**config.mk**
```make
export PLATFORM = sky130hd
export DESIGN_NAME = bp_resolve_queue_flat
export DESIGN_NICKNAME = d
export VERILOG_FILES = /design/src/rtl/rv32i_types.sv /design/src/rtl/bp_resolve_queue_if.sv /design/src/rtl/bp_track_fifo.sv /design/src/rtl/bp_resolve_queue.sv /design/src/flat_wrapper.sv
export SDC_FILE = /design/constraint.sdc
export NUM_CORES = 1
export LEC_CHECK = 0
export BUFFER_PORTS_ARGS = -buffer_cell sky130_fd_sc_hd__buf_2
export CORE_ASPECT_RATIO = 1.5
export CORE_MARGIN = 3
export CORE_UTILIZATION = 50
export CTS_CLUSTER_SIZE = 30
export DETAILED_ROUTE_END_ITERATION = 7
export GPL_ROUTABILITY_DRIVEN = 0
export GPL_TIMING_DRIVEN = 0
export HOLD_SLACK_MARGIN = 0.05
export MAX_ROUTING_LAYER = met4
export PLACE_DENSITY = 0.77
export SETUP_SLACK_MARGIN = 0.4
export SYNTH_ARGS = -nofsm -noshare
export SYNTH_HDL_FRONTEND = slang
export SYNTH_SLANG_ARGS = --single-unit
```
**constraint.sdc**
```tcl
create_clock -name clk -period 2.8 [get_ports clk]
set_input_delay 0.28 -clock clk [delete_from_list [all_inputs] [get_ports clk]]
set_output_delay 0.28 -clock clk [all_outputs]
set_load 0.005 [all_outputs]
```
**src/rtl/rv32i_types.sv**
```systemverilog
// Shared RV32I pipeline types; the branch-tracking entry used by the
// predictor resolution queue lives here.
package rv32i_types;

    typedef struct packed {
        logic [31:0] pc;
        logic        p_tnt;
    } bp_entry_t;

    localparam int unsigned BP_DEPTH_DEFAULT = 4;

    function automatic logic [31:0] bp_fetch_target(
        input logic        taken,
        input logic [31:0] target,
        input logic [31:0] pc
    );
        return taken ? target : pc + 32'd4;
    endfunction

endpackage

```
**src/rtl/bp_resolve_queue_if.sv**
```systemverilog
// IF-side push, EX-side resolve and predictor/pipeline feedback signals
// of the branch resolution queue.
interface bp_resolve_queue_if;

    logic        if_push;
    logic [31:0] if_pc;
    logic        if_p_tnt;
    logic        ex_valid;
    logic [31:0] ex_pc_in;
    logic        ex_taken;
    logic [31:0] ex_target;
    logic        full;
    logic        empty;
    logic        update;
    logic [31:0] ex_pc;
    logic        prev_mispredict;
    logic        flush;
    logic [31:0] redirect_pc;
    logic        proto_err;
    logic [31:0] br_count;
    logic [31:0] mp_count;

    modport master (
        output if_push, if_pc, if_p_tnt,
        output ex_valid, ex_pc_in, ex_taken, ex_target,
        input  full, empty, update, ex_pc, prev_mispredict,
        input  flush, redirect_pc, proto_err, br_count, mp_count
    );

    modport slave (
        input  if_push, if_pc, if_p_tnt,
        input  ex_valid, ex_pc_in, ex_taken, ex_target,
        output full, empty, update, ex_pc, prev_mispredict,
        output flush, redirect_pc, proto_err, br_count, mp_count
    );

endinterface

```
**src/rtl/bp_track_fifo.sv**
```systemverilog
// Circular buffer of in-flight predictions with push, pop and synchronous
// clear; head entry, full and empty derive from registered state.
module bp_track_fifo
    import rv32i_types::*;
#(
    parameter int unsigned DEPTH = BP_DEPTH_DEFAULT
) (
    input  logic      clk,
    input  logic      rst,
    input  logic      clr,
    input  logic      push,
    input  bp_entry_t push_entry,
    input  logic      pop,
    output bp_entry_t head_entry,
    output logic      full,
    output logic      empty
);

    localparam int unsigned AW = $clog2(DEPTH);
    localparam int unsigned CW = AW + 1;

    bp_entry_t        mem [DEPTH];
    logic [AW-1:0]    head_q;
    logic [AW-1:0]    tail_q;
    logic [CW-1:0]    count_q;

    assign head_entry = mem[head_q];
    assign full       = (count_q == CW'(DEPTH));
    assign empty      = (count_q == '0);

    always_ff @(posedge clk) begin
        if (rst || clr) begin
            head_q  <= '0;
            tail_q  <= '0;
            count_q <= '0;
        end else begin
            if (push) begin
                mem[tail_q] <= push_entry;
                tail_q      <= tail_q + AW'(1);
            end
            if (pop) begin
                head_q <= head_q + AW'(1);
            end
            // Push and pop together (legal when full) leave the count unchanged.
            case ({push, pop})
                2'b10:   count_q <= count_q + CW'(1);
                2'b01:   count_q <= count_q - CW'(1);
                default: count_q <= count_q;
            endcase
        end
    end

endmodule

```
**src/rtl/bp_resolve_queue.sv**
```systemverilog
// Resolution end of the branch predictor: retires the oldest prediction at
// EX, emits predictor updates, mispredict flush/redirect and accuracy counters.
module bp_resolve_queue
    import rv32i_types::*;
#(
    parameter int unsigned DEPTH = BP_DEPTH_DEFAULT
) (
    input  logic              clk,
    input  logic              rst,
    bp_resolve_queue_if.slave bp
);

    bp_entry_t head_entry;
    bp_entry_t push_entry;
    logic      fifo_full;
    logic      fifo_empty;
    logic      resolve;
    logic      mis;
    logic      push_ok;
    logic      err_now;

    assign push_entry = '{pc: bp.if_pc, p_tnt: bp.if_p_tnt};

    always_comb begin
        resolve = bp.ex_valid && !fifo_empty;
        mis     = resolve && (head_entry.p_tnt ^ bp.ex_taken);
        // A push alongside a mispredicting resolve is wrong-path and dropped.
        push_ok = bp.if_push && (!fifo_full || resolve) && !mis;
        err_now = (bp.if_push && fifo_full && !resolve)
               || (bp.ex_valid && fifo_empty)
               || (resolve && (bp.ex_pc_in != head_entry.pc));
    end

    bp_track_fifo #(
        .DEPTH (DEPTH)
    ) u_fifo (
        .clk        (clk),
        .rst        (rst),
        .clr        (mis),
        .push       (push_ok),
        .push_entry (push_entry),
        .pop        (resolve),
        .head_entry (head_entry),
        .full       (fifo_full),
        .empty      (fifo_empty)
    );

    assign bp.full  = fifo_full;
    assign bp.empty = fifo_empty;

    always_ff @(posedge clk) begin
        if (rst) begin
            bp.update          <= 1'b0;
            bp.ex_pc           <= '0;
            bp.prev_mispredict <= 1'b0;
            bp.flush           <= 1'b0;
            bp.redirect_pc     <= '0;
            bp.proto_err       <= 1'b0;
            bp.br_count        <= '0;
            bp.mp_count        <= '0;
        end else begin
            bp.update          <= resolve;
            bp.prev_mispredict <= mis;
            bp.flush           <= mis;
            if (resolve) begin
                bp.ex_pc    <= bp.ex_pc_in;
                bp.br_count <= bp.br_count + 32'd1;
            end
            if (mis) begin
                bp.redirect_pc <= bp_fetch_target(bp.ex_taken, bp.ex_target, bp.ex_pc_in);
                bp.mp_count    <= bp.mp_count + 32'd1;
            end
            if (err_now) begin
                bp.proto_err <= 1'b1;
            end
        end
    end

endmodule

```
**src/flat_wrapper.sv**
```systemverilog
// flat-port wrapper written by rule: the top's interface ports become plain ports
module bp_resolve_queue_flat import rv32i_types::*;
#(
    parameter int unsigned DEPTH = BP_DEPTH_DEFAULT
)
  (clk, rst, bp_if_push, bp_if_pc, bp_if_p_tnt, bp_ex_valid, bp_ex_pc_in, bp_ex_taken, bp_ex_target, bp_full, bp_empty, bp_update, bp_ex_pc, bp_prev_mispredict, bp_flush, bp_redirect_pc, bp_proto_err, bp_br_count, bp_mp_count);
  bp_resolve_queue_if bp_i ();
  input  logic clk;
  input  logic rst;
  input wire logic [$bits(bp_i.if_push)-1:0] bp_if_push;
  input wire logic [$bits(bp_i.if_pc)-1:0] bp_if_pc;
  input wire logic [$bits(bp_i.if_p_tnt)-1:0] bp_if_p_tnt;
  input wire logic [$bits(bp_i.ex_valid)-1:0] bp_ex_valid;
  input wire logic [$bits(bp_i.ex_pc_in)-1:0] bp_ex_pc_in;
  input wire logic [$bits(bp_i.ex_taken)-1:0] bp_ex_taken;
  input wire logic [$bits(bp_i.ex_target)-1:0] bp_ex_target;
  output wire logic [$bits(bp_i.full)-1:0] bp_full;
  output wire logic [$bits(bp_i.empty)-1:0] bp_empty;
  output wire logic [$bits(bp_i.update)-1:0] bp_update;
  output wire logic [$bits(bp_i.ex_pc)-1:0] bp_ex_pc;
  output wire logic [$bits(bp_i.prev_mispredict)-1:0] bp_prev_mispredict;
  output wire logic [$bits(bp_i.flush)-1:0] bp_flush;
  output wire logic [$bits(bp_i.redirect_pc)-1:0] bp_redirect_pc;
  output wire logic [$bits(bp_i.proto_err)-1:0] bp_proto_err;
  output wire logic [$bits(bp_i.br_count)-1:0] bp_br_count;
  output wire logic [$bits(bp_i.mp_count)-1:0] bp_mp_count;
  assign bp_i.if_push = bp_if_push;
  assign bp_i.if_pc = bp_if_pc;
  assign bp_i.if_p_tnt = bp_if_p_tnt;
  assign bp_i.ex_valid = bp_ex_valid;
  assign bp_i.ex_pc_in = bp_ex_pc_in;
  assign bp_i.ex_taken = bp_ex_taken;
  assign bp_i.ex_target = bp_ex_target;
  assign bp_full = bp_i.full;
  assign bp_empty = bp_i.empty;
  assign bp_update = bp_i.update;
  assign bp_ex_pc = bp_i.ex_pc;
  assign bp_prev_mispredict = bp_i.prev_mispredict;
  assign bp_flush = bp_i.flush;
  assign bp_redirect_pc = bp_i.redirect_pc;
  assign bp_proto_err = bp_i.proto_err;
  assign bp_br_count = bp_i.br_count;
  assign bp_mp_count = bp_i.mp_count;
  bp_resolve_queue #(.DEPTH(DEPTH)) u_core (.clk(clk), .rst(rst), .bp(bp_i));
endmodule
```
==> results.txt <==
Num Clock Sinks -> 272
Worst-Margin Slew -> 789.3 ps
CP Capture Type -> flip-flop
DIE HEIGHT -> 193.1 um
PwrDens -> 761.0 nW/um^2
Crit Path Class -> flip-flop to flip-flop
count leader, synth -> nand2_1
top cells by area, synth -> edfxtp_1 34%, dfxtp_1 24%, mux4_2 5.2%
delay-heaviest family, CP -> multiplexers
normalized max-slew margin -> 47.38%
CP arrival -> 2950 ps
Worst Hold Class -> input port to flip-flop
Port Buffers -> 227
TritonCTS clock tree -> built
final setup vio count -> 0
Max FO, Critical Path -> 3
CP Buf/Inv Count -> 2
Synth Area per Inst -> 11.17 sq um
Clock Tree Root -> clkbuf_16
Starting Density -> 51.53%
vias in the first global route -> 9599
Worst-path clk slew -> 70 ps
DRT antenna net count -> 0
unrepaired setup endpoints after global routing -> true
Yosys warnings -> 0
via count -> 9614
top cells by count, synth -> 147 x nand2_1, 140 x dfxtp_1, 132 x edfxtp_1
Top FF cell, synth -> dfxtp_1
GRT Util Overall -> 28.28%
Worst path max stage delay -> 560 ps
DRT Pass-1 Iters -> 5
Rows -> 67
Post-Route WL -> 36390 um
Final Power -> 11650 uW
Seq cells post-synth -> 272
cells along the critical path -> buf_12 -> mux4_2 -> xnor2_4 -> nand2_4 -> nand2b_4 -> ha_4 -> inv_2 -> fa_2 -> xor2_1 -> nor2_1 -> xnor2_1 -> nor2_1
CP dominant cell by count -> nor2_1
Startpoint Class -> flip-flop
I/O pin total -> 236
initial antenna violation count -> 2
area delta synth->final -> 31.23%
Congestion Overflow GR -> 0
Post-synth EDFFs -> 132
later-pin clock latency in the skew report -> 530 ps
Clock Path Buffers -> 3
core footprint -> 22630 sq um
critical path required time -> 3230 ps
layout cells sized above 1 -> 28.64%
die width -> 130.7 um
Final Cycle Share -> 89.94%
H-tree levels -> 1
Max Slew Vio Count -> 0
final setup margin -> 281.8 ps
post-synthesis cell area -> 11660 sq um
final net count -> 1505
Worst Skew -> 11.71 ps
Post-Syn Instances -> 1044
hpwl dp -> 24220 um
Avg WL per Cell -> 21.49 um
Crit-path slowest cell -> mux4_2
Die Footprint -> 25230 sq um
top-area cell type share of the netlist area -> 33.98%
flop2flop setup slack -> 280 ps
DRT iter0 DRCs -> 498
first-pass GRT wire length -> 53100 um
# fillers -> 1674
drt drc -> 0
Worst IR Drop VDD -> 0.6865 mV
fmax -> 397.1 MHz
synth unique cells -> 49
Synthesized Nets -> 1155
maxcap violations -> 0
Place WS -> -575.4 ps
Hold Vio Cnt, Final -> 0
area of the multi-input gates -> 4753 sq um
status -> complete, no violations
Final min period -> 2518 ps
Pleak -> 0.005903 uW
asr flop ratio synth -> 0%
CTS buffer count -> 26
largest net degree at the start of global routing -> 18
register area share after synthesis -> 58.01%
cell taking the most area after synthesis -> edfxtp_1
post-DR vias/cell -> 5.679
register area -> 6770 sq um
-- routing by layer --
layer	global-route usage, %	vias up	share of wire, %
met5	-	-	0
met4	9.462	0	4.3
met3	4.079	111	6.8
met2	54.25	399	55
met1	28.88	4661	34
li1	-	4443	-
-- sequential cells by signal (all words and copies together), names as in the netlist, named ones only --
| signal | flops |
|---|---|
| u_core.u_fifo.mem | 132 |
| u_core.bp.prev_mispredict | 1 |
| u_core.bp.proto_err | 1 |
| u_core.bp.mp_count | 32 |
| u_core.bp.br_count | 32 |
| u_core.bp.ex_pc | 32 |
| u_core.u_fifo.count_q | 3 |
| u_core.bp.update | 1 |
| u_core.u_fifo.head_q | 2 |
| u_core.u_fifo.tail_q | 2 |
| u_core.bp.redirect_pc | 32 |
-- placed cells by master (no fill, tap or decap), types with 36 or more instances in the layout --
cell type	count
nor2_1	79
nand2_1	146
edfxtp_1	132
o21ai_0	36
xnor2_1	47
a21oi_1	76
dlygate4sd3_1	49
dfxtp_1	137
buf_2	234
xor2_1	59
-- worst min-delay path: stages --
cell     delay (ps)
buf_2           140
nand2_1          70
a21oi_1          50
-- final timing paths --
check	start	endpoint	cells past startpoint
worst max-delay path	flip-flop	u_core.u_fifo.count_q[2]$_SDFFE_PP0P_	12
worst min-delay path	bp_ex_pc_in[12]	u_core.bp.ex_pc[12]$_SDFFE_PP0P_	3
worst max register to register	flip-flop	u_core.u_fifo.count_q[2]$_SDFFE_PP0P_	12
worst min register to register	u_core.bp.redirect_pc[18]$_SDFFE_PP0P_	u_core.bp.redirect_pc[18]$_SDFFE_PP0P_	2
-- what timing repair did --
item                                    4_1_cts  5_1_grt
endpoints found under the hold margin       148        0
gates cloned                                  8        2
endpoints found under the setup margin      157      175
setup buffers                                17       19
pin swaps                                    14       12
gates resized for setup                      31       42
hold buffers                                 49        0
-- metrics by stage --
| stage | hold slack (ps) | util (%) | instances | cell area, sq um | setup TNS, ps |
|---|---|---|---|---|---|
| global route | 65.07 | 67.61 | 1692 | 15300 | 0 |
| global placement | 439.1 | 58.15 | 1547 | 13160 | -50710 |
| floorplan | 378.9 | - | 1044 | 11680 | 0 |
| finish | 64.82 | 67.62 | 1693 | 15310 | 0 |
| detailed placement | 441.3 | 58.15 | 1547 | 13160 | -56160 |
| CTS | 50.36 | 66.04 | 1669 | 14950 | 0 |
-- where the power goes --
part | internal (uW) | switching [uW]
Sequential | 4570 | 208
Combinational | 1480 | 1680
Clock | 2190 | 1520
-- cells by family (layout without fill, tap and decap cells) --
kind of cell | after synthesis | in the layout | share of synthesized area (%)
simple gates | 383 | 390 | 15.75
buf+inv | 76 | 439 | 2.853
compound gates | 153 | 153 | 7.466
mux | 43 | 43 | 6.619
other cells | 0 | 3 | 0
flops | 272 | 272 | 58.01
xor+xnor | 108 | 108 | 8.271
fa+ha+maj | 9 | 9 | 1.030
-- cell type report --
cell class / count / share of cell area, %
clock inverters: 14 / 1.177
diodes: 3 / 0.04905
flip-flops and latches: 272 / 44.23
plain buffers: 56 / 2.142
inverters: 20 / 0.5068
clock buffers: 34 / 4.717
multi-input cells: 703 / 31.06
well taps: 276 / 2.256
repair buffers: 315 / 13.86
(Power assumes the default switching activity.)
